## src/rtl/aes128_stream_pkg.sv

```systemverilog
// Shared types and constants for the AES-128 word-stream adapter.
package aes128_stream_pkg;

  typedef enum logic [1:0] {
    S_FILL  = 2'd0,
    S_START = 2'd1,
    S_WAIT  = 2'd2,
    S_DRAIN = 2'd3
  } state_e;

  localparam int WORD_W          = 32;
  localparam int WORDS_PER_BLOCK = 4;
  localparam int CNT_W           = 2;
  localparam int BLOCK_W         = WORD_W * WORDS_PER_BLOCK;
  localparam int TMO_W           = 6;

  localparam logic [CNT_W-1:0] CNT_LAST   = CNT_W'(WORDS_PER_BLOCK - 1);
  localparam logic [CNT_W-1:0] CNT_PENULT = CNT_W'(WORDS_PER_BLOCK - 2);

  // First word of a group ends up in the most significant slot.
  function automatic logic [BLOCK_W-1:0] shift_in(input logic [BLOCK_W-1:0] r,
                                                  input logic [WORD_W-1:0]  w);
    return {r[BLOCK_W-WORD_W-1:0], w};
  endfunction

endpackage

```

## src/rtl/aes128_word_serializer.sv

```systemverilog
// Loads a 128-bit block and streams it out as four 32-bit words, MSW first,
// over valid/ready with a last flag on the final word.
module aes128_word_serializer
  import aes128_stream_pkg::*;
(
  input  logic               clk,
  input  logic               rst_n,
  input  logic               load,
  input  logic [BLOCK_W-1:0] load_data,
  input  logic               out_ready,
  output logic               out_valid,
  output logic [WORD_W-1:0]  out_word,
  output logic               out_last
);

  logic [BLOCK_W-1:0] shreg_q, shreg_d;
  logic [CNT_W-1:0]   cnt_q, cnt_d;
  logic               valid_q, valid_d;
  logic               last_q, last_d;
  logic               fire;

  assign fire = valid_q & out_ready;

  always_comb begin
    shreg_d = shreg_q;
    cnt_d   = cnt_q;
    valid_d = valid_q;
    last_d  = last_q;
    if (load) begin
      shreg_d = load_data;
      cnt_d   = 2'd0;
      valid_d = 1'b1;
      last_d  = 1'b0;
    end else if (fire) begin
      shreg_d = {shreg_q[BLOCK_W-WORD_W-1:0], 32'd0};
      cnt_d   = cnt_q + 2'd1;
      valid_d = ~last_q;
      last_d  = (cnt_q == CNT_PENULT);
    end else begin
      valid_d = valid_q;
    end
  end

  always_ff @(posedge clk) begin
    if (!rst_n) begin
      shreg_q <= 128'd0;
      cnt_q   <= 2'd0;
      valid_q <= 1'b0;
      last_q  <= 1'b0;
    end else begin
      shreg_q <= shreg_d;
      cnt_q   <= cnt_d;
      valid_q <= valid_d;
      last_q  <= last_d;
    end
  end

  assign out_valid = valid_q;
  assign out_word  = shreg_q[BLOCK_W-1 -: WORD_W];
  assign out_last  = last_q;

endmodule

```

## src/rtl/aes128_stream_adapter.sv

```systemverilog
// Word-stream front/back end for the AES-128 core: assembles key and plaintext,
// starts the core, waits for done with a timeout and streams the ciphertext out.
module aes128_stream_adapter
  import aes128_stream_pkg::*;
#(
  parameter int CORE_TIMEOUT = 63
) (
  input  logic               pi_clk,
  input  logic               pi_rst,
  input  logic               pi_in_valid,
  input  logic [WORD_W-1:0]  pi_in_word,
  input  logic               pi_in_is_key,
  output logic               po_in_ready,
  output logic               po_out_valid,
  output logic [WORD_W-1:0]  po_out_word,
  output logic               po_out_last,
  input  logic               pi_out_ready,
  output logic [BLOCK_W-1:0] po_core_key,
  output logic [BLOCK_W-1:0] po_core_data,
  output logic               po_core_start,
  input  logic               pi_core_done,
  input  logic [BLOCK_W-1:0] pi_core_out,
  output logic               po_key_valid,
  output logic               po_err_nokey,
  output logic               po_err_timeout
);

  localparam logic [TMO_W-1:0] TMO_LIMIT = TMO_W'(CORE_TIMEOUT);

  state_e             state_q, state_d;
  logic [BLOCK_W-1:0] key_q, key_d, data_q, data_d;
  logic [CNT_W-1:0]   key_cnt_q, key_cnt_d, data_cnt_q, data_cnt_d;
  logic [TMO_W-1:0]   tmo_cnt_q, tmo_cnt_d, tmo_next;
  logic               key_valid_q, key_valid_d;
  logic               err_nokey_q, err_nokey_d, err_timeout_q, err_timeout_d;
  logic               in_ready_q, in_ready_d, core_start_q, core_start_d;
  logic               in_fire, data_full, tmo_hit, ser_load, out_done;

  assign in_fire   = pi_in_valid & in_ready_q;
  assign data_full = in_fire & ~pi_in_is_key & key_valid_q & (data_cnt_q == CNT_LAST);
  assign tmo_next  = tmo_cnt_q + 6'd1;
  assign tmo_hit   = (tmo_next == TMO_LIMIT);
  assign out_done  = po_out_valid & pi_out_ready & po_out_last;

  // State register.
  always_ff @(posedge pi_clk) begin
    if (!pi_rst) begin
      state_q <= S_FILL;
    end else begin
      state_q <= state_d;
    end
  end

  // Next-state logic; a done in the timeout cycle takes priority over the abort.
  always_comb begin
    state_d = state_q;
    case (state_q)
      S_FILL:  state_d = data_full ? S_START : S_FILL;
      S_START: state_d = S_WAIT;
      S_WAIT: begin
        if (pi_core_done) begin
          state_d = S_DRAIN;
        end else if (tmo_hit) begin
          state_d = S_FILL;
        end else begin
          state_d = S_WAIT;
        end
      end
      S_DRAIN: state_d = out_done ? S_FILL : S_DRAIN;
      default: state_d = S_FILL;
    endcase
  end

  // Registered outputs follow the next state so they line up with it.
  always_comb begin
    in_ready_d   = (state_d == S_FILL);
    core_start_d = (state_d == S_START);
  end

  // Word assembly, counters and sticky error flags.
  always_comb begin
    key_d         = key_q;
    data_d        = data_q;
    key_cnt_d     = key_cnt_q;
    data_cnt_d    = data_cnt_q;
    key_valid_d   = key_valid_q;
    err_nokey_d   = err_nokey_q;
    err_timeout_d = err_timeout_q;
    tmo_cnt_d     = tmo_cnt_q;
    ser_load      = 1'b0;
    case (state_q)
      S_FILL: begin
        if (in_fire && pi_in_is_key) begin
          key_d       = shift_in(key_q, pi_in_word);
          key_cnt_d   = key_cnt_q + 2'd1;
          key_valid_d = (key_cnt_q == CNT_LAST);
          data_cnt_d  = 2'd0;
        end else if (in_fire && key_valid_q) begin
          data_d     = shift_in(data_q, pi_in_word);
          data_cnt_d = data_cnt_q + 2'd1;
        end else if (in_fire) begin
          err_nokey_d = 1'b1;
        end else begin
          key_d = key_q;
        end
      end
      S_START: tmo_cnt_d = 6'd0;
      S_WAIT: begin
        if (pi_core_done) begin
          ser_load = 1'b1;
        end else if (tmo_hit) begin
          err_timeout_d = 1'b1;
          data_cnt_d    = 2'd0;
        end else begin
          tmo_cnt_d = tmo_next;
        end
      end
      S_DRAIN: data_cnt_d = out_done ? 2'd0 : data_cnt_q;
      default: tmo_cnt_d = 6'd0;
    endcase
  end

  // Datapath and output registers.
  always_ff @(posedge pi_clk) begin
    if (!pi_rst) begin
      key_q         <= 128'd0;
      data_q        <= 128'd0;
      key_cnt_q     <= 2'd0;
      data_cnt_q    <= 2'd0;
      key_valid_q   <= 1'b0;
      err_nokey_q   <= 1'b0;
      err_timeout_q <= 1'b0;
      tmo_cnt_q     <= 6'd0;
      in_ready_q    <= 1'b0;
      core_start_q  <= 1'b0;
    end else begin
      key_q         <= key_d;
      data_q        <= data_d;
      key_cnt_q     <= key_cnt_d;
      data_cnt_q    <= data_cnt_d;
      key_valid_q   <= key_valid_d;
      err_nokey_q   <= err_nokey_d;
      err_timeout_q <= err_timeout_d;
      tmo_cnt_q     <= tmo_cnt_d;
      in_ready_q    <= in_ready_d;
      core_start_q  <= core_start_d;
    end
  end

  aes128_word_serializer u_ser (
    .clk       (pi_clk),
    .rst_n     (pi_rst),
    .load      (ser_load),
    .load_data (pi_core_out),
    .out_ready (pi_out_ready),
    .out_valid (po_out_valid),
    .out_word  (po_out_word),
    .out_last  (po_out_last)
  );

  assign po_in_ready    = in_ready_q;
  assign po_core_key    = key_q;
  assign po_core_data   = data_q;
  assign po_core_start  = core_start_q;
  assign po_key_valid   = key_valid_q;
  assign po_err_nokey   = err_nokey_q;
  assign po_err_timeout = err_timeout_q;

endmodule

```

## config.mk

```make
export PLATFORM = sky130hd
export DESIGN_NAME = aes128_stream_adapter
export DESIGN_NICKNAME = d
export VERILOG_FILES = /design/src/rtl/aes128_stream_pkg.sv /design/src/rtl/aes128_word_serializer.sv /design/src/rtl/aes128_stream_adapter.sv
export SDC_FILE = /design/constraint.sdc
export NUM_CORES = 1
export LEC_CHECK = 0
export BUFFER_PORTS_ARGS = -buffer_cell sky130_fd_sc_hd__buf_2
export CAP_MARGIN = 20
export CORE_AREA = 2 2 182 184
export CTS_CLUSTER_SIZE = 40
export DETAILED_ROUTE_END_ITERATION = 10
export DIE_AREA = 0 0 184 186
export MAX_ROUTING_LAYER = met4
export PLACE_DENSITY = 0.81
export SLEW_MARGIN = 20
export SYNTH_ARGS = -nofsm -noshare
export SYNTH_HDL_FRONTEND = slang
export SYNTH_SLANG_ARGS = --single-unit
```

## constraint.sdc

```tcl
create_clock -name pi_clk -period 4.43 [get_ports pi_clk]
set_input_delay 0.443 -clock pi_clk [delete_from_list [all_inputs] [get_ports pi_clk]]
set_output_delay 0.443 -clock pi_clk [all_outputs]
set_load 0.01 [all_outputs]
```

* Word level (Yosys, flattened, before mapping)
Cells that the tools add are included.
** Word-level totals
- Word-level logic and storage cells :: 78
- Memory bits (read-only) :: 0
- RAM bits :: 0
- Input bits :: 166
- Output and inout bits :: 295
- Memories :: 0
- Bits in latches :: 0
- Register bits :: 405
** Operators by class
- Equality and inequality tests :: 13
- Shift operators :: 0
- Order comparisons :: 0
- Divide/modulo/power cells :: 0
- Bitwise logic cells :: 12
- Add/subtract/negate cells :: 4
- Reduce and logical (&&, ||, !) cells :: 14
- Mux-type cells :: 20
- Multipliers :: 0
** Operators by type and width (count)
- two-way mux 128 bit :: 2
- two-way mux 2 bit :: 8
- two-way mux 6 bit :: 2
- case mux 6 bit (2 select lines) :: 1
- == test 2 bit, second input constant :: 5
- AND reduction 3 bit :: 3
- != test 2 bit, second input constant :: 4
- case mux 2 bit (4 select lines) :: 1
- adder 2 x 1 -> 2 bit, second input constant :: 3
- adder 6 x 1 -> 6 bit, second input constant :: 1
- AND 1 bit :: 6
- == test 6 bit, second input constant :: 1
- NOT 1 bit :: 6
- case mux 2 bit (3 select lines) :: 1
- two-way mux 1 bit :: 5
- AND reduction 5 bit :: 1
- == test 2 x 1 -> 1 bit, second input constant :: 2
- zero test 2 bit :: 2
- AND reduction 4 bit :: 1
- nonzero test 2 bit :: 2
- != test 3 bit, second input constant :: 1
- nonzero test 3 bit :: 1
- logical AND 1 bit :: 2
- AND reduction 2 bit :: 1
- OR reduction 2 bit :: 1

* Longest topological paths before layout
Gate-level depths: netlist (run 1).
- Depth after elaboration :: 7
- Gate-level depth with buffers :: 8
- Gate-level depth less buffers :: 7

* By module
Synthesis (run 1) repeated with hierarchy kept, for this count alone.
** Second synthesis, totals
- Cells, all modules :: 1940
- Area total of the unflattened synthesis :: 15439.8 um^2
** By module, submodules not included
- aes128_stream_adapter :: cells an instance 1213, area each 9746.8 um^2, times used 1, sequential area each 5465.2 um^2
- aes128_word_serializer :: cells an instance 727, area each 5693.0 um^2, times used 1, sequential area each 2642.5 um^2

* Worst setup path after synthesis (run 1)
No wires, ideal clock.
- Path kind :: input port to flip-flop
- From :: input pi_out_ready
- To :: register u_ser.shreg_q[59]
- Required time :: 4.341 ns
- Path buffers :: 2
- Library setup time :: 0.089 ns
- Data arrival time :: 1.431 ns
- Slack :: 2.910 ns
- Stages :: 5
- Cells stage by stage :: and2_1 -> clkbuf_1 -> clkbuf_1 -> nand2_1 -> a311oi_2
** On the way
- Longest elaborated chain between the ends :: 2
** Ends and longest elaborated chain
- start: declaration :: RTL line aes128_stream_adapter.sv:17 : input logic pi_out_ready,
- AND 1 bit :: RTL line aes128_word_serializer.sv:22 : assign fire = valid_q & out_ready;
- nonzero test 2 bit (no line)
- end signal: assignment :: RTL line aes128_word_serializer.sv:51 : shreg_q <= shreg_d;
- end: declaration :: RTL line aes128_word_serializer.sv:16 : logic [BLOCK_W-1:0] shreg_q, shreg_d;
Every way passes these cells.
A chain may end at the register's enable or synchronous reset.

* Worst setup path after layout (run 1)
- From :: register state_q[1]
- To :: register key_q[121] (netlist: po_core_key[121])
** On the way
- Longest elaborated chain between the ends :: 2
** Ends and longest elaborated chain
- start: declaration :: RTL line aes128_stream_adapter.sv:30 : state_e state_q, state_d;
- start signal: assignment :: RTL line aes128_stream_adapter.sv:50 : state_q <= state_d;
- zero test 2 bit :: RTL line aes128_stream_adapter.sv:91 : case (state_q)
- AND reduction 2 bit (no line)
- end signal: assignment :: RTL line aes128_stream_adapter.sv:137 : key_q <= key_d;
- end: declaration :: RTL line aes128_stream_adapter.sv:31 : logic [BLOCK_W-1:0] key_q, key_d, data_q, data_d;
Every way passes these cells.

==> results_dict.tcl, run 1 <==
set metrics [dict create \
    fraction_of_layout_cells_with_a_size_suffix_above_1 0.266 \
    die-area_mm2 0.0342 \
    final_max_slew_viol_count 0 \
    top_layer_used "met4" \
    numCtsBuffers 42 \
    vias_after_detailed_routing 14700 \
    antenna_found_initial 2 \
    maxSlewHeadroom 0.271 \
    die_height_um 186 \
    maxCapViolations 0 \
    place.port_buffers 460 \
    most-common-layout-cells "sky130_fd_sc_hd__nand2_1 (755), sky130_fd_sc_hd__buf_2 (460), sky130_fd_sc_hd__dfxtp_1 (405), sky130_fd_sc_hd__a21oi_1 (291), sky130_fd_sc_hd__nor2_1 (107)" \
    synth_warnings 0 \
    static-leakage-power_nw 7.60 \
    aggregate_global_route_resource_usage 0.272 \
    area.growth.synth_to_final_pct 21.3 \
    tightest_hold_check_type "in2reg" \
    met1_length_mm 18.5 \
    tritoncts "built" \
    crit_path_max_fanout 98 \
    global_route_wire_length_before_repair_mm 72.4 \
    synth-seq-area-share 0.514 \
    ff2ff_path_depth 5 \
    synth.ff_latch_count 405 \
    cts_hold_buffers 0 \
    drt.antenna.violating_nets 0 \
    finalCritPeriodShare 0.569 \
    status "finished clean" \
    number_of_top_level_pins 461 \
    synthTopCellsByArea "sky130_fd_sc_hd__dfxtp_1 (51%), sky130_fd_sc_hd__nand2_1 (18%), sky130_fd_sc_hd__a21oi_1 (9.2%)" \
    setup_repair_after_global_routing_missed_its_margin "false" \
    clockRootBuffer "sky130_fd_sc_hd__clkbuf_16" \
    htree_num_levels 2 \
    power-per-cell-area_mw_per_mm2 395 \
    post_synth_inst_count 1949 \
    critical_path_class "reg2reg" \
    placementRows 66 \
    post_synthesis_mean_instance_area_um2 8.09 \
    tightestPinTransition_ns 1.09 \
    timing.critical_path.arrival_ns 2.96 \
    core-area_mm2 0.0322 \
    vias_per_cell 5.37 \
    clock_sink_count 405 \
    irDropWorstVdd_uv 264 \
    nFillCells 2821 \
    timing.rr.end "po_core_key[121]" \
    synthDistinctLibCells 41 \
    die_width_um 184 \
    syn_area_mm2 0.0158 \
    setup_total_negative_slack_ns 0 \
    highest_delay_cell_along_the_critical_path "sky130_fd_sc_hd__nand2_4" \
    hold_path_startpoint "pi_core_out[15]" \
    number_of_global_route_vias_before_repair 13700 \
    finalWirelength_mm 47.9 \
    min_delay_worst_endpoint "u_ser.shreg_q[15]" \
    finalHoldViolCount 0 \
    detailroute.wirelength.met2_mm 23.3 \
    dp_hpwl_mm 33.0 \
    largest_net_degree_at_the_start_of_global_routing 186 \
    critPathCaptureType "register" \
    cts_buffer_depth 3 \
    worst_skew_pair.late_latency_ns 0.54 \
    register_to_register_setup_slack_ns 1.91 \
    grt_remaining_overflow 0 \
    design.final.nets 2459 \
    timing.critical_path.from_type "register" \
    detail_route.drc_violations 0 \
    most_common_cell_after_layout_fill_and_taps_aside "sky130_fd_sc_hd__nand2_1" \
    routed_wire_length_per_instance_um 17.5 \
    regToRegStartpoint "state_q[1]" \
    finalWorstPathRequiredPeriod_ns 2.52 \
    path_clk_slew_ns 0.06 \
    timing.fmax_mhz 397 \
    initialDrtViolationCount 843 \
    worst_hold_path.num_cells 3 \
    timing.critical_path.cells "and4bb_1, nand2_4, buf_4, nand2_1, a21oi_1" \
    yosys_top_cell_by_area "sky130_fd_sc_hd__dfxtp_1" \
    fin_cells 2733 \
    cts.repair_timing.setup_buffer_count 0 \
    numPlacedInstances 2651 \
    routabilityCongestion 0.891 \
    netlist.area_leader.share 0.514 \
    fin_skew_ns 0.0183 \
    timing.critical_path.required_ns 4.87 \
    finalSetupViolCount 0 \
    detailedRoute.firstPassIterationCount 5 \
    met3_wirelength_mm 4.08 \
    worst_path_largest_cell_delay_ns 0.73 \
    post_cts_resized 0 \
    mappedNetlistNets 2120 \
    starting_density_of_the_core 0.490 \
]
logic make-up (layout without fill, tap and decap cells):
group	count (synthesis)	in the layout	synth area share
fa+ha+maj	5	5	0.00397
compound gates	418	418	0.177
mux	1	1	0.000635
flops	405	405	0.514
simple gates	924	924	0.228
other cells	0	3	0
xor+xnor	3	3	0.00167
buf+inv	193	566	0.0753
worst max-delay path: cells and delay by family, from the launching register on:
kind	cells	cell delay, ns
AND/OR/NAND/NOR	3	1.16
AO/OA/AOI/OAI	1	0.17
flip-flops	1	0.48
buffers and inverters	1	0.47
registers in the layout (all words and copies together), names as in the netlist:
signal,cells
data_cnt_q,2
key_cnt_q,2
po_core_data,128
po_core_key,128
po_core_start,1
po_err_nokey,1
po_err_timeout,1
po_in_ready,1
po_key_valid,1
state_q,2
tmo_cnt_q,6
u_ser.cnt_q,2
u_ser.out_last,1
u_ser.out_valid,1
u_ser.shreg_q,128
power breakdown:
part | switching (mW) | leakage, nW | total, mW | internal (mW)
logic | 0.173 | 3.62 | 0.264 | 0.0902
registers | 0.0174 | 3.26 | 3.68 | 3.66
clock network | 1.48 | 0.713 | 3.61 | 2.13
worst max-delay path by stage:
stage / start / cells past startpoint / slack [ns] / end
after floorplan: pi_out_ready / 5 / 2.91 / u_ser.shreg_q[59]
after global placement: pi_in_valid / 6 / 1.81 / po_core_data[94]
after detailed placement: pi_in_valid / 6 / 1.80 / key_cnt_q[0]
after CTS: state_q[1] / 5 / 1.86 / key_cnt_q[0]
after global routing: state_q[1] / 5 / 1.71 / po_core_key[80]
final: state_q[1] / 5 / 1.91 / po_core_key[121]
Yosys cell counts, drive strengths merged:
| cell | number |
|---|---|
| nand2 | 757 |
| dfxtp | 405 |
| a21oi | 303 |
| buf | 113 |
| nor2 | 108 |
| a311oi | 97 |
| clkbuf | 75 |
| nand3 | 37 |
| ha | 5 |
| inv | 5 |
| o211ai | 5 |
| and2 | 4 |
| o21ai | 4 |
| a31oi | 3 |
| nand2b | 3 |
| or3 | 3 |
| xnor2 | 3 |
| and3b | 2 |
| nand3b | 2 |
| nor2b | 2 |
| nor3 | 2 |
| a211o | 1 |
| a211oi | 1 |
| a21boi | 1 |
| a221oi | 1 |
| and3 | 1 |
| and4bb | 1 |
| mux2i | 1 |
| o21a | 1 |
| o22ai | 1 |
| or2 | 1 |
| or4 | 1 |
layer usage:
layer | up-vias | track usage
li1 | 7082 | -
met1 | 6868 | 0.310
met2 | 602 | 0.455
met3 | 125 | 0.0695
met4 | 0 | 0.119
met5 | - | -
area by class of cell:
type | instances | area, µm² | area share
Sequential cell | 405 | 8110 | 0.424
Multi-Input combinational cell | 1351 | 6510 | 0.340
Timing Repair Buffer | 483 | 2530 | 0.132
Clock buffer | 62 | 1280 | 0.0668
Tap cell | 408 | 510 | 0.0267
Clock inverter | 16 | 161 | 0.00844
Inverter | 5 | 31.3 | 0.00164
Antenna cell | 3 | 7.51 | 0.000392
stage by stage:
stage                     cell area [µm²]  power, mW  worst slack, ns  hold slack [ns]  utilization
after CTS                           19100       7.61             1.86            0.124        0.593
after global routing                19100       7.80             1.71            0.130        0.594
after floorplan                     15800       3.89             2.91            0.428            -
after detailed placement            17700       4.02             1.80            0.444        0.548
after global placement              17600       4.02             1.81            0.440        0.548
final                               19100       7.56             1.91            0.140        0.594
Power figures use the tool's default switching activity.
==> inputs of run 2 (changes only) <==
--- a/config.mk
+++ b/config.mk
@@ -5,14 +5,16 @@
 export SDC_FILE = /design/constraint.sdc
 export NUM_CORES = 1
 export LEC_CHECK = 0
+export ABC_AREA = 1
 export BUFFER_PORTS_ARGS = -buffer_cell sky130_fd_sc_hd__buf_2
 export CAP_MARGIN = 20
-export CORE_AREA = 2 2 182 184
+export CORE_ASPECT_RATIO = 0.8
+export CORE_MARGIN = 1
+export CORE_UTILIZATION = 46
 export CTS_CLUSTER_SIZE = 40
 export DETAILED_ROUTE_END_ITERATION = 10
-export DIE_AREA = 0 0 184 186
 export MAX_ROUTING_LAYER = met4
-export PLACE_DENSITY = 0.81
+export PLACE_DENSITY = 0.8
 export SLEW_MARGIN = 20
 export SYNTH_ARGS = -nofsm -noshare
 export SYNTH_HDL_FRONTEND = slang
==> constraint.sdc (replaced) <==
create_clock -name pi_clk -period 2.25 [get_ports pi_clk]
set_input_delay 0.225 -clock pi_clk [delete_from_list [all_inputs] [get_ports pi_clk]]
set_output_delay 0.225 -clock pi_clk [all_outputs]
set_load 0.01 [all_outputs]
==> results_dict.tcl, run 2 <==
set metrics [dict create \
    worst_path_largest_cell_delay_ns 0.55 \
    cts.repair_timing.setup_buffer_count 0 \
    crit_path_max_fanout 57 \
    timing.critical_path.arrival_ns 2.26 \
    finalWirelength_mm 49.1 \
    critPathCaptureType "register" \
    critPathBufInv 5 \
    post_synth_inst_count 1981 \
    critical_path_class "in2reg" \
    tightestPinTransition_ns 0.602 \
    numPlacedInstances 2709 \
    register_to_register_setup_slack_ns 0.46 \
    design.final.nets 2610 \
    synth.ff_latch_count 405 \
    fin_skew_ns 0.0147 \
    antenna_found_initial 3 \
    area.growth.synth_to_final_pct 31.1 \
    min_delay_worst_endpoint "u_ser.shreg_q[45]" \
    postSynth.topFlopCell "sky130_fd_sc_hd__dfxtp_1" \
    netlist.area_leader.share 0.532 \
    maxSlewHeadroom 0.599 \
    number_of_global_route_vias_before_repair 14200 \
    synth_warnings 0 \
    timing.rr.end "po_core_key[117]" \
    cts_hold_buffers 115 \
    yosys_top_cell_by_area "sky130_fd_sc_hd__dfxtp_1" \
    core-area_mm2 0.0326 \
    irDropWorstVdd_uv 662 \
    die_height_um 165 \
    fin_cells 2900 \
    place.port_buffers 460 \
    clockRootBuffer "sky130_fd_sc_hd__clkbuf_16" \
    most_common_cell_after_layout_fill_and_taps_aside "sky130_fd_sc_hd__nor2_1" \
    power-per-cell-area_mw_per_mm2 947 \
    hold_path_startpoint "pi_core_out[45]" \
    worst_skew_pair.late_latency_ns 0.54 \
    synthDistinctLibCells 31 \
    number_of_top_level_pins 461 \
    detail_route.drc_violations 0 \
    starting_density_of_the_core 0.468 \
    post_cts_resized 0 \
    crit_top_cell "sky130_fd_sc_hd__nor2_1" \
    ff2ff_path_depth 7 \
    setup_total_negative_slack_ns 0 \
    static-leakage-power_nw 9.12 \
    cts_buffer_depth 3 \
    initialDrtViolationCount 1580 \
    tightest_hold_check_type "in2reg" \
    numCtsBuffers 40 \
    highest_delay_cell_along_the_critical_path "sky130_fd_sc_hd__dlygate4sd3_1" \
    vias_per_cell 5.33 \
    finalHoldViolCount 0 \
    fraction_of_registers_with_async_set_or_reset_after_synthesis 0 \
    routabilityCongestion 0.884 \
    post_dp_cell_area_mm2 0.0175 \
    synth-seq-area-share 0.532 \
    timing.critical_path.from_type "input pin" \
    yosys.cell_count.top_type "sky130_fd_sc_hd__nor2_1" \
    most-common-layout-cells "sky130_fd_sc_hd__nor2_1 (536), sky130_fd_sc_hd__buf_2 (459), sky130_fd_sc_hd__dfxtp_1 (405), sky130_fd_sc_hd__o21ai_0 (302), sky130_fd_sc_hd__nand2_1 (261)" \
    post_synthesis_mean_instance_area_um2 7.69 \
    maxCapViolations 0 \
    finalWorstPathRequiredPeriod_ns 1.79 \
    aggregate_global_route_resource_usage 0.282 \
    status "finished clean" \
    finalCritPeriodShare 0.797 \
    final_max_slew_viol_count 0 \
    worst_hold_path.num_cells 3 \
    path_delay_family "buffers and inverters" \
    finalSetupViolCount 0 \
    drt.antenna.violating_nets 0 \
    mappedNetlistNets 2152 \
    global_route_wire_length_before_repair_mm 73.9 \
    regToRegStartpoint "po_in_ready" \
    fraction_of_layout_cells_with_a_size_suffix_above_1 0.234 \
    syn_area_mm2 0.0152 \
    detailedRoute.firstPassIterationCount 5 \
    placementRows 59 \
    path_clk_slew_ns 0.07 \
    setup_repair_after_global_routing_missed_its_margin "false" \
    die-area_mm2 0.0339 \
    htree_num_levels 2 \
    postLayoutCellArea_mm2 0.0200 \
    post_synth_most_frequent_cells "sky130_fd_sc_hd__nor2_1 (536), sky130_fd_sc_hd__dfxtp_1 (405), sky130_fd_sc_hd__o21ai_0 (302)" \
    largest_net_degree_at_the_start_of_global_routing 130 \
    timing.critical_path.cells "dlygate4sd3_1, buf_2, nand2_1, nor2_1, inv_1, nor2_4, inv_4, buf_12, nor2_1, nor2_1" \
    dp_hpwl_mm 30.9 \
    tritoncts "built" \
    synth-edff-count 0 \
    vias_after_detailed_routing 15500 \
    die_width_um 206 \
    timing.fmax_mhz 557 \
    timing.critical_path.required_ns 2.71 \
    routed_wire_length_per_instance_um 16.9 \
    grt_remaining_overflow 0 \
    clock_sink_count 405 \
    synthTopCellsByArea "sky130_fd_sc_hd__dfxtp_1 (53%), sky130_fd_sc_hd__nor2_1 (13%), sky130_fd_sc_hd__o21ai_0 (9.9%)" \
]
-- run 2: cell count changes in the layout (fill, tap and decap cells not counted), moves of 54 or more --
cell and change:
sky130_fd_sc_hd__a31oi_1 +92, sky130_fd_sc_hd__dlygate4sd3_1 +115, sky130_fd_sc_hd__o21ai_1 +54, sky130_fd_sc_hd__o21ai_0 +299
sky130_fd_sc_hd__a21oi_1 -248, sky130_fd_sc_hd__nand2_1 -494, sky130_fd_sc_hd__a311oi_1 -56, sky130_fd_sc_hd__nor2_1 +429
-- run 2: cell families (layout without fill, tap and decap cells) --
group                    Yosys count  count (layout)  share of synthesized area
AO/OA/AOI/OAI                    498             498                      0.172
buffers and inverters            213             701                     0.0693
flip-flops                       405             405                      0.532
AND/OR/NAND/NOR                  860             860                      0.222
adder cells (fa/ha/maj)            5               5                    0.00411
other                              0               4                          0
-- run 2: area by class of cell --
class	instances	area, µm²
well taps	427	534
repair buffers	601	3780
inverters	28	110
fillers	2713	12600
clock buffers	56	1180
diodes	4	10.0
multi-input cells	1363	6100
clock inverters	16	148
flip-flops and latches	405	8110
-- run 2: worst reg2reg max path: stages (launching register included) --
cell and delay, ns:
sky130_fd_sc_hd__dfxtp_1 0.36, sky130_fd_sc_hd__nand2_1 0.10, sky130_fd_sc_hd__nor2_1 0.15, sky130_fd_sc_hd__inv_1 0.12, sky130_fd_sc_hd__nor2_4 0.17, sky130_fd_sc_hd__buf_12 0.36, sky130_fd_sc_hd__o21ai_0 0.32, sky130_fd_sc_hd__nor2_1 0.15
-- run 2: how the worst max path moves through the flow --
stage	start	to	slack (ns)	cells past startpoint
4_1_cts	po_in_ready	po_in_ready	0.47	8
3_5_place_dp	po_in_ready	po_in_ready	0.47	8
3_3_place_gp	po_in_ready	po_in_ready	0.57	8
5_1_grt	po_in_ready	po_core_data[113]	0.31	7
2_1_floorplan	tmo_cnt_q[1]	data_cnt_q[0]	0.74	10
6_report	pi_in_valid	po_core_key[111]	0.46	10
-- run 2: metal layers --
metal  global-route usage  up-vias  part of all wire
met5                    -        -                 0
met4                0.125        0             0.043
met3               0.0819      168             0.086
met2                0.461      706              0.48
met1                0.319     7189              0.39
li1                     -     7395                 -
-- run 2: power breakdown --
part / switching (mW) / internal, mW / leakage [nW]
Clock: 2.84 / 3.92 / 0.664
Combinational: 2.19 / 1.36 / 5.17
Sequential: 0.591 / 8.01 / 3.28
Total: 5.63 / 13.3 / 9.12
-- run 2: through the flow --
step / utilization / hold WS, ns / setup slack, ns / total power, mW
2_1_floorplan: - / 0.360 / 0.745 / 11.0
3_3_place_gp: 0.537 / 0.447 / 0.568 / 11.9
3_5_place_dp: 0.537 / 0.458 / 0.466 / 12.0
4_1_cts: 0.613 / 0.000150 / 0.468 / 18.9
5_1_grt: 0.613 / 0.0177 / 0.315 / 19.8
6_report: 0.614 / 0.0250 / 0.456 / 18.9
